--- src/rtl/board_read_arbiter_if.sv ---
// Board read-port bundle: requester requests/addresses on one side, arbitrated
// board address, read data and status on the other.
interface board_read_arbiter_if #(
  parameter int ROW_BITS = 3,
  parameter int COL_BITS = 3,
  parameter int DATA_W   = 2
);
  logic [2:0]          req;
  logic                lock0;
  logic [ROW_BITS-1:0] row0;
  logic [ROW_BITS-1:0] row1;
  logic [ROW_BITS-1:0] row2;
  logic [COL_BITS-1:0] col0;
  logic [COL_BITS-1:0] col1;
  logic [COL_BITS-1:0] col2;
  logic [2:0]          gnt;
  logic [ROW_BITS-1:0] mem_r_row;
  logic [COL_BITS-1:0] mem_r_col;
  logic [DATA_W-1:0]   mem_data_in;
  logic [DATA_W-1:0]   rdata;
  logic                rvalid;
  logic [1:0]          rid;
  logic                lock_active;
  logic                starve_evt;

  modport master (
    output req, lock0, row0, row1, row2, col0, col1, col2, mem_data_in,
    input  gnt, mem_r_row, mem_r_col, rdata, rvalid, rid, lock_active, starve_evt
  );

  modport slave (
    input  req, lock0, row0, row1, row2, col0, col1, col2, mem_data_in,
    output gnt, mem_r_row, mem_r_col, rdata, rvalid, rid, lock_active, starve_evt
  );
endinterface

--- src/rtl/board_read_arbiter.sv ---
// Three-way arbiter for the board read port: lockable requester 0, round-robin
// 1/2 with starvation promotion, registered read data tagged with owner id.
module board_read_arbiter #(
  parameter int ROW_BITS  = 3,
  parameter int COL_BITS  = 3,
  parameter int DATA_W    = 2,
  parameter int MAX_WAIT  = 15,
  parameter int WAIT_BITS = 4
) (
  input logic               clk,
  input logic               rst_n,
  board_read_arbiter_if.slave bus
);

  // state     | meaning
  // ST_OPEN   | normal arbitration (starvation, req0, round-robin 1/2)
  // ST_LOCKED | requester 0 owns the port; 1 and 2 blocked
  typedef enum logic {
    ST_OPEN   = 1'b0,
    ST_LOCKED = 1'b1
  } state_t;

  localparam logic [WAIT_BITS-1:0] LP_MAX_WAIT = WAIT_BITS'(MAX_WAIT);
  localparam logic [WAIT_BITS-1:0] LP_ONE      = WAIT_BITS'(1);

  state_t              r_state;
  logic [WAIT_BITS-1:0] r_wait1;
  logic [WAIT_BITS-1:0] r_wait2;
  logic                r_rr;
  logic [DATA_W-1:0]   r_rdata;
  logic                r_rvalid;
  logic [1:0]          r_rid;
  logic                r_starve_evt;

  logic [2:0]          w_gnt;
  logic                w_starve;
  logic [1:0]          w_gid;
  logic                w_starving1;
  logic                w_starving2;

  assign w_starving1 = bus.req[1] && (r_wait1 == LP_MAX_WAIT);
  assign w_starving2 = bus.req[2] && (r_wait2 == LP_MAX_WAIT);

  always_comb begin
    w_gnt    = 3'b000;
    w_starve = 1'b0;
    if (!rst_n) begin
      w_gnt = 3'b000;
    end else if (r_state == ST_LOCKED) begin
      w_gnt[0] = bus.req[0];
    end else if (w_starving1) begin
      w_gnt    = 3'b010;
      w_starve = 1'b1;
    end else if (w_starving2) begin
      w_gnt    = 3'b100;
      w_starve = 1'b1;
    end else if (bus.req[0]) begin
      w_gnt = 3'b001;
    end else if (!r_rr) begin
      if (bus.req[1])      w_gnt = 3'b010;
      else if (bus.req[2]) w_gnt = 3'b100;
    end else begin
      if (bus.req[2])      w_gnt = 3'b100;
      else if (bus.req[1]) w_gnt = 3'b010;
    end
  end

  always_comb begin
    w_gid = 2'd0;
    if (w_gnt[2])      w_gid = 2'd2;
    else if (w_gnt[1]) w_gid = 2'd1;
  end

  // Idle address follows requester 1 so the display scan keeps reading.
  always_comb begin
    bus.mem_r_row = bus.row1;
    bus.mem_r_col = bus.col1;
    if (w_gnt[0]) begin
      bus.mem_r_row = bus.row0;
      bus.mem_r_col = bus.col0;
    end else if (w_gnt[2]) begin
      bus.mem_r_row = bus.row2;
      bus.mem_r_col = bus.col2;
    end
  end

  always_ff @(posedge clk) begin
    if (!rst_n) begin
      r_state      <= ST_OPEN;
      r_wait1      <= '0;
      r_wait2      <= '0;
      r_rr         <= 1'b0;
      r_rdata      <= '0;
      r_rvalid     <= 1'b0;
      r_rid        <= 2'd0;
      r_starve_evt <= 1'b0;
    end else begin
      case (r_state)
        ST_OPEN:   if (w_gnt[0] && bus.lock0) r_state <= ST_LOCKED;
        ST_LOCKED: if (!bus.lock0 || !bus.req[0]) r_state <= ST_OPEN;
        default:   r_state <= ST_OPEN;
      endcase

      // Counters keep saturating while locked, so promotion fires on unlock.
      if (w_gnt[1] || !bus.req[1])   r_wait1 <= '0;
      else if (r_wait1 != LP_MAX_WAIT) r_wait1 <= r_wait1 + LP_ONE;

      if (w_gnt[2] || !bus.req[2])   r_wait2 <= '0;
      else if (r_wait2 != LP_MAX_WAIT) r_wait2 <= r_wait2 + LP_ONE;

      if (w_gnt[1])      r_rr <= 1'b1;
      else if (w_gnt[2]) r_rr <= 1'b0;

      r_rvalid     <= |w_gnt;
      r_starve_evt <= w_starve;
      if (|w_gnt) begin
        r_rdata <= bus.mem_data_in;
        r_rid   <= w_gid;
      end
    end
  end

  assign bus.gnt         = w_gnt;
  assign bus.rdata       = r_rdata;
  assign bus.rvalid      = r_rvalid;
  assign bus.rid         = r_rid;
  assign bus.lock_active = (r_state == ST_LOCKED);
  assign bus.starve_evt  = r_starve_evt;

endmodule
--- src/flat_wrapper.sv ---
// flat-port wrapper written by rule: the top's interface ports become plain ports
module board_read_arbiter_flat 
#(
  parameter int ROW_BITS  = 3,
  parameter int COL_BITS  = 3,
  parameter int DATA_W    = 2,
  parameter int MAX_WAIT  = 15,
  parameter int WAIT_BITS = 4
)
  (clk, rst_n, bus_req, bus_lock0, bus_row0, bus_row1, bus_row2, bus_col0, bus_col1, bus_col2, bus_mem_data_in, bus_gnt, bus_mem_r_row, bus_mem_r_col, bus_rdata, bus_rvalid, bus_rid, bus_lock_active, bus_starve_evt);
  board_read_arbiter_if #(.ROW_BITS(ROW_BITS), .COL_BITS(COL_BITS), .DATA_W(DATA_W)) bus_i ();
  input logic clk;
  input logic rst_n;
  input wire logic [$bits(bus_i.req)-1:0] bus_req;
  input wire logic [$bits(bus_i.lock0)-1:0] bus_lock0;
  input wire logic [$bits(bus_i.row0)-1:0] bus_row0;
  input wire logic [$bits(bus_i.row1)-1:0] bus_row1;
  input wire logic [$bits(bus_i.row2)-1:0] bus_row2;
  input wire logic [$bits(bus_i.col0)-1:0] bus_col0;
  input wire logic [$bits(bus_i.col1)-1:0] bus_col1;
  input wire logic [$bits(bus_i.col2)-1:0] bus_col2;
  input wire logic [$bits(bus_i.mem_data_in)-1:0] bus_mem_data_in;
  output wire logic [$bits(bus_i.gnt)-1:0] bus_gnt;
  output wire logic [$bits(bus_i.mem_r_row)-1:0] bus_mem_r_row;
  output wire logic [$bits(bus_i.mem_r_col)-1:0] bus_mem_r_col;
  output wire logic [$bits(bus_i.rdata)-1:0] bus_rdata;
  output wire logic [$bits(bus_i.rvalid)-1:0] bus_rvalid;
  output wire logic [$bits(bus_i.rid)-1:0] bus_rid;
  output wire logic [$bits(bus_i.lock_active)-1:0] bus_lock_active;
  output wire logic [$bits(bus_i.starve_evt)-1:0] bus_starve_evt;
  assign bus_i.req = bus_req;
  assign bus_i.lock0 = bus_lock0;
  assign bus_i.row0 = bus_row0;
  assign bus_i.row1 = bus_row1;
  assign bus_i.row2 = bus_row2;
  assign bus_i.col0 = bus_col0;
  assign bus_i.col1 = bus_col1;
  assign bus_i.col2 = bus_col2;
  assign bus_i.mem_data_in = bus_mem_data_in;
  assign bus_gnt = bus_i.gnt;
  assign bus_mem_r_row = bus_i.mem_r_row;
  assign bus_mem_r_col = bus_i.mem_r_col;
  assign bus_rdata = bus_i.rdata;
  assign bus_rvalid = bus_i.rvalid;
  assign bus_rid = bus_i.rid;
  assign bus_lock_active = bus_i.lock_active;
  assign bus_starve_evt = bus_i.starve_evt;
  board_read_arbiter #(.ROW_BITS(ROW_BITS), .COL_BITS(COL_BITS), .DATA_W(DATA_W), .MAX_WAIT(MAX_WAIT), .WAIT_BITS(WAIT_BITS)) u_core (.clk(clk), .rst_n(rst_n), .bus(bus_i));
endmodule
--- config.mk ---
export PLATFORM = sky130hd
export DESIGN_NAME = board_read_arbiter_flat
export DESIGN_NICKNAME = d
export VERILOG_FILES = /design/src/rtl/board_read_arbiter_if.sv /design/src/rtl/board_read_arbiter.sv /design/src/flat_wrapper.sv
export SDC_FILE = /design/constraint.sdc
export NUM_CORES = 1
export LEC_CHECK = 0
export ABC_CLOCK_PERIOD_IN_PS = 3700
export BUFFER_PORTS_ARGS = -buffer_cell sky130_fd_sc_hd__clkbuf_2
export CAP_MARGIN = 20
export CORE_MARGIN = 1.5
export CORE_UTILIZATION = 40
export DETAILED_ROUTE_END_ITERATION = 8
export HOLD_SLACK_MARGIN = 0.02
export PLACE_DENSITY = 0.74
export SYNTH_ARGS = -nofsm -noshare
export SYNTH_HDL_FRONTEND = slang
export SYNTH_SLANG_ARGS = --single-unit
--- constraint.sdc ---
create_clock -name clk -period 3.7 [get_ports clk]
set_input_delay 0.185 -clock clk [delete_from_list [all_inputs] [get_ports clk]]
set_output_delay 0.185 -clock clk [all_outputs]
set_load 0.05 [all_outputs]
# --- Word-level counts from Yosys, hierarchy flattened ---
# Index checks and enable logic that the tools add are counted.
word_totals:
  rom_bits: 0
  ff_bits: 16
  out_inout_bits: 16
  memories: 0
  latchBits: 0
  inputBits: 26
  ram_bits: 0
  wordCells: 55
op_classes:
  div_mod_pow: 0
  shifts: 0
  mux: 24
  mul: 0
  addsub: 2
  eq_ne: 4
  magnitude_cmp: 0
  n_reduce_logical: 15
  bitwise_logic: 2
ops:
  columns: ["operator", "count"]
  rows:
  - ["2-to-1 mux 3 bit", 12]
  - ["adder 4 x 1 -> 4 bit (second input constant)", 2]
  - ["equality test 4 bit (second input constant)", 2]
  - ["2-to-1 mux 1 bit", 8]
  - ["!= test 4 bit (second input constant)", 2]
  - ["2-to-1 mux 2 bit", 3]
  - ["OR reduction 2 bit", 3]
  - ["logical NOT 1 bit", 4]
  - ["logical AND 1 bit", 3]
  - ["logical OR 1 bit", 3]
  - ["OR reduction 3 bit", 1]
  - ["NOT 1 bit", 2]
  - ["case mux 1 bit (2 select lines)", 1]
  - ["nonzero test 2 bit", 1]

# --- Longest topological paths before layout ---
logic_depth:
  word_depth: 11
  mapped_depth: 8
  depth_no_buf: 7

# --- Worst setup path before layout ---
# OpenSTA, ideal clock, no wires.
synth_path:
  path_type: "flip-flop to output port"
  from: "register u_core.r_wait1[0]"
  to: "output port bus_mem_r_col[0]"
  t_arrival_ps: 2122
  t_required_ps: 3515
  path_stages_with_launch: 8
  slack_ps: 1393
  path_buffers: 1
  path_cell_list: "dfxtp_1 -> ha_1 -> nand4_4 -> and2_4 -> o211ai_4 -> inv_4 -> buf_6 -> o21ai_1"
synth_via:
  elab_cells_between_ends: 8
  cone_classes: "1 x eq/ne; 6 x mux; 1 x reduce/logical"
synth_rtl:
  columns: ["element", "line_no", "text"]
  rows:
  - ["start, declared", "board_read_arbiter.sv:27", "logic [WAIT_BITS-1:0] r_wait1;"]
  - ["start signal, assigned", "board_read_arbiter.sv:106", "else if (r_wait1 != LP_MAX_WAIT) r_wait1 <= r_wait1 + LP_ONE;"]
  - ["equality test 4 bit", "board_read_arbiter.sv:41", "assign w_starving1 = bus.req[1] && (r_wait1 == LP_MAX_WAIT);"]
  - ["logical AND 1 bit", "board_read_arbiter.sv:41", null]
  - ["2-to-1 mux 3 bit", "board_read_arbiter.sv:51", "end else if (w_starving1) begin"]
  - ["2-to-1 mux 1 bit", "board_read_arbiter.sv:49", "end else if (r_state == ST_LOCKED) begin"]
  - ["2-to-1 mux 3 bit", "board_read_arbiter.sv:47", "if (!rst_n) begin"]
  - ["via bus_gnt[0]", "flat_wrapper.sv:23", "output wire logic [$bits(bus_i.gnt)-1:0] bus_gnt;"]
  - ["2-to-1 mux 3 bit", "board_read_arbiter.sv:78", "if (w_gnt[0]) begin"]
  - ["end, declared", "flat_wrapper.sv:25", "output wire logic [$bits(bus_i.mem_r_col)-1:0] bus_mem_r_col;"]
# The timed path passes the listed nets, and every way through them passes these cells.

# --- Worst setup path after layout ---
layout_path:
  from: "register u_core.r_wait1[0]"
  to: "output port bus_mem_r_col[1]"
layout_via:
  elab_chain_len: 7
  elab_cells_between_ends: 8
  cone_classes: "1 x eq/ne; 6 x mux; 1 x reduce/logical"
layout_rtl:
  columns: ["element", "line_no", "text"]
  rows:
  - ["equality test 4 bit (*)", "board_read_arbiter.sv:41", null]
  - ["logical AND 1 bit (*)", "board_read_arbiter.sv:41", null]
  - ["2-to-1 mux 3 bit (*)", "board_read_arbiter.sv:51", null]
  - ["2-to-1 mux 2 bit", "board_read_arbiter.sv:49", null]
  - ["2-to-1 mux 3 bit (*)", "board_read_arbiter.sv:47", null]
  - ["2-to-1 mux 3 bit", "board_read_arbiter.sv:81", "end else if (w_gnt[2]) begin"]
  - ["2-to-1 mux 3 bit (*)", "board_read_arbiter.sv:78", null]
# Mark *: on every way between the ends. The rest lies on a longest branch, timed or not.

==> flow_summary.ini <==
[logic_synthesis]
seq_area_frac_synth = 0.368
avgSynthCellArea_sq_um = 8.70
ys_warn_count = 0
synth_cell_types = 34
syn_inst = 100
netlist_area_sq_um = 870
synth_seq_cells = 16
synth.net_count = 128

[worst_setup_path]
r2r_cells = 7
r2r_slack_ns = 1.91
cp-start-kind = flop
path_max_fanout = 16
cp-end-kind = output pin
reg2reg_from = u_core.r_wait1[0]
worstPathBufferInverterCount = 2
arrival_ns = 2.10
cp.required_ns = 3.51
slowest_stage = dfxtp_1
critical_path.top_delay_family = buffers and inverters
slowest_delay_ns = 0.39
worstReg2RegEnd = u_core.bus.rdata[0]
crit_chain = ha_1 > nand4_4 > and2_4 > o211ai_4 > inv_4 > o21ai_1 > clkbuf_2
critPathKind = reg2out

[detailed_routing]
remaining_drc_errors = 0
num_vias = 839
via_per_inst = 4.99
drtIter0Drc = 7
wl_per_cell_um = 10.4
ant_nets = 0
wl_mm = 1.74
dr.pass1.iters = 6

[sta]
worst_pin_slew_ns = 0.329
period_minus_slack_ns = 2.28
finalHoldViolations = 0
rsz0062_at_grt = no
slew_viol_final = 0
max_freq_mhz = 438
setup_viol = 0
relSlewSlack = 0.780
tns_ns = 0
fin_ws_ns = 1.42
period_share = 0.617
clock_skew_ns = 0.00331

[cts]
cts.root.buffer_cell = clkbuf_4
tritoncts = done
cts_buffers = 3
clk_path_buf_depth = 2
clkLatencyLatePin_ns = 0.28
clock-sinks = 16
hold_buffers = 0
htreeDepth = 1
post_cts_buffers = 0
cts-resized-gates = 0
path_clk_slew_ns = 0.09

[die]
start_util = 0.434
die-height_um = 49.6
die-area_sq_mm = 0.00246
ioPinCount = 42
core-area_sq_mm = 0.00200
num_rows = 16
fp.dieW_um = 49.6

[placed_design]
io_buffers = 41
detailedPlace.worstSlack_ns = 1.74
place.gp.congestion = 0.751
hpwl_mm = 1.40
dpl_cell_area_sq_mm = 0.00108

[global_routing]
grt_max_degree = 17
grt_pass1_wl_mm = 3.11
grt_use_total = 0.166
grt-ovfl-total = 0
antenna_found_initial = 0
grt_pass1_vias = 759

[cells_and_area]
area_growth_pct = 27.3
fin_area_sq_mm = 0.00111
drive_above_1_share = 0.369
final_cell_mix = clkbuf_2 (41), dfxtp_1 (16), nand2_1 (13)
n_antenna_cell = 0
fin_nets = 171
layout_commonest_cell = clkbuf_2
fin_util = 0.553

[worst_hold_path]
hp-class = in2reg
hold_end = u_core.bus.lock_active
worstHoldStart = bus_lock0
hold_depth = 2

[power]
pwr-share-clk = 0.237
pwr-share-seq = 0.489
power_leakage_nw = 0.566
p_int_mw = 0.249
comb_power_share = 0.274
powerDensity_mw_per_mm2 = 342
switching_power_mw = 0.129
p_sw_frac = 0.341
vdd_ir_drop_max_mv = 0.211
total_power_mw = 0.379

[run]
max-cap-violations = 0

[run_status]
outcome = finished, final reports clean
cell families (layout without fill, tap and decap cells):
logic type,Yosys count,count (layout),share of synthesized area
simple gates,44,44,0.275
compound gates,21,21,0.168
flops,16,16,0.368
mux,8,8,0.0921
buf+inv,7,48,0.0475
fa+ha+maj,2,2,0.0288
xor+xnor,2,2,0.0201
area by class of cell:
| cell class | instances | area [sq um] |
|---|---|---|
| repair buffers | 41 | 205 |
| multi-input cells | 77 | 508 |
| flip-flops and latches | 16 | 320 |
| clock buffers | 3 | 22.5 |
| inverters | 4 | 17.5 |
| fillers | 184 | 895 |
| well taps | 27 | 33.8 |
stage by stage:
step / hold WS (ns) / std cells
2_1_floorplan: 0.307 / 100
3_3_place_gp: 0.387 / 165
3_5_place_dp: 0.386 / 165
4_1_cts: 0.0803 / 168
5_1_grt: 0.102 / 168
6_report: 0.0885 / 168
layer usage:
layer | vias to the layer above | global-route usage | wire length, um
met4 | 0 | 0.139 | 68
met2 | 39 | 0.247 | 768
li1 | 433 | - | -
met5 | - | 0 | 0
met1 | 363 | 0.213 | 768
met3 | 4 | 0.0212 | 137
registers in the layout (all words and copies together), names as in the netlist:
name,flops
u_core.r_rr,1
u_core.bus.rvalid,1
u_core.bus.lock_active,1
u_core.bus.starve_evt,1
u_core.bus.rid,2
u_core.bus.rdata,2
u_core.r_wait1,4
u_core.r_wait2,4
worst max-delay path by stage:
| stage | from | to | slack [ns] | depth (start not counted) |
|---|---|---|---|---|
| floorplan | u_core.r_wait1[0] | bus_mem_r_col[0] | 1.39 | 7 |
| global placement | u_core.r_wait1[0] | bus_mem_r_row[1] | 1.73 | 7 |
| detailed placement | u_core.r_wait2[0] | bus_mem_r_col[2] | 1.74 | 7 |
| CTS | u_core.r_wait1[0] | bus_mem_r_col[1] | 1.40 | 7 |
| global route | u_core.r_wait2[0] | bus_mem_r_col[1] | 1.23 | 7 |
| finish | u_core.r_wait1[0] | bus_mem_r_col[1] | 1.42 | 7 |
power groups by stage:
| stage | logic [mW] | registers, mW | clock network [mW] |
|---|---|---|---|
| 3_5_place_dp | 0.104 | 0.189 | 0 |
| 2_1_floorplan | 0.0595 | 0.205 | 0 |
| 3_3_place_gp | 0.103 | 0.189 | 0 |
| 4_1_cts | 0.105 | 0.185 | 0.0938 |
| 6_report | 0.104 | 0.185 | 0.0896 |
| 5_1_grt | 0.112 | 0.187 | 0.101 |
worst reg2reg max path: stages, from the launching register on:
cell	delay, ns
dfxtp_1	0.39
ha_1	0.29
nand4_4	0.16
and2_4	0.19
o211ai_4	0.22
inv_4	0.12
o31ai_1	0.22
o21ai_1	0.09
synth_stat cells (all sizes together):
| master | number | area [sq um] |
|---|---|---|
| a21boi | 1 | 7.51 |
| ha | 2 | 25.0 |
| nand2b | 1 | 6.26 |
| inv | 4 | 17.5 |
| xnor2 | 2 | 17.5 |
| dfxtp | 16 | 320 |
| mux2i | 8 | 80.1 |
| buf | 3 | 23.8 |
| and2 | 2 | 15.0 |
| o211ai | 2 | 28.8 |
| o31ai | 2 | 15.0 |
| a21o | 2 | 16.3 |
| a21oi | 1 | 5.00 |
| nor2 | 11 | 41.3 |
| nand2 | 13 | 48.8 |
| nor2b | 2 | 12.5 |
| nor3b | 1 | 7.51 |
| nand3 | 7 | 35.0 |
| nand4b | 1 | 8.76 |
| a211oi | 1 | 7.51 |
| nand4 | 3 | 48.8 |
| nor3 | 3 | 15.0 |
| o21ai | 10 | 53.8 |
| a31oi | 2 | 12.5 |
(Power assumes the default switching activity.)
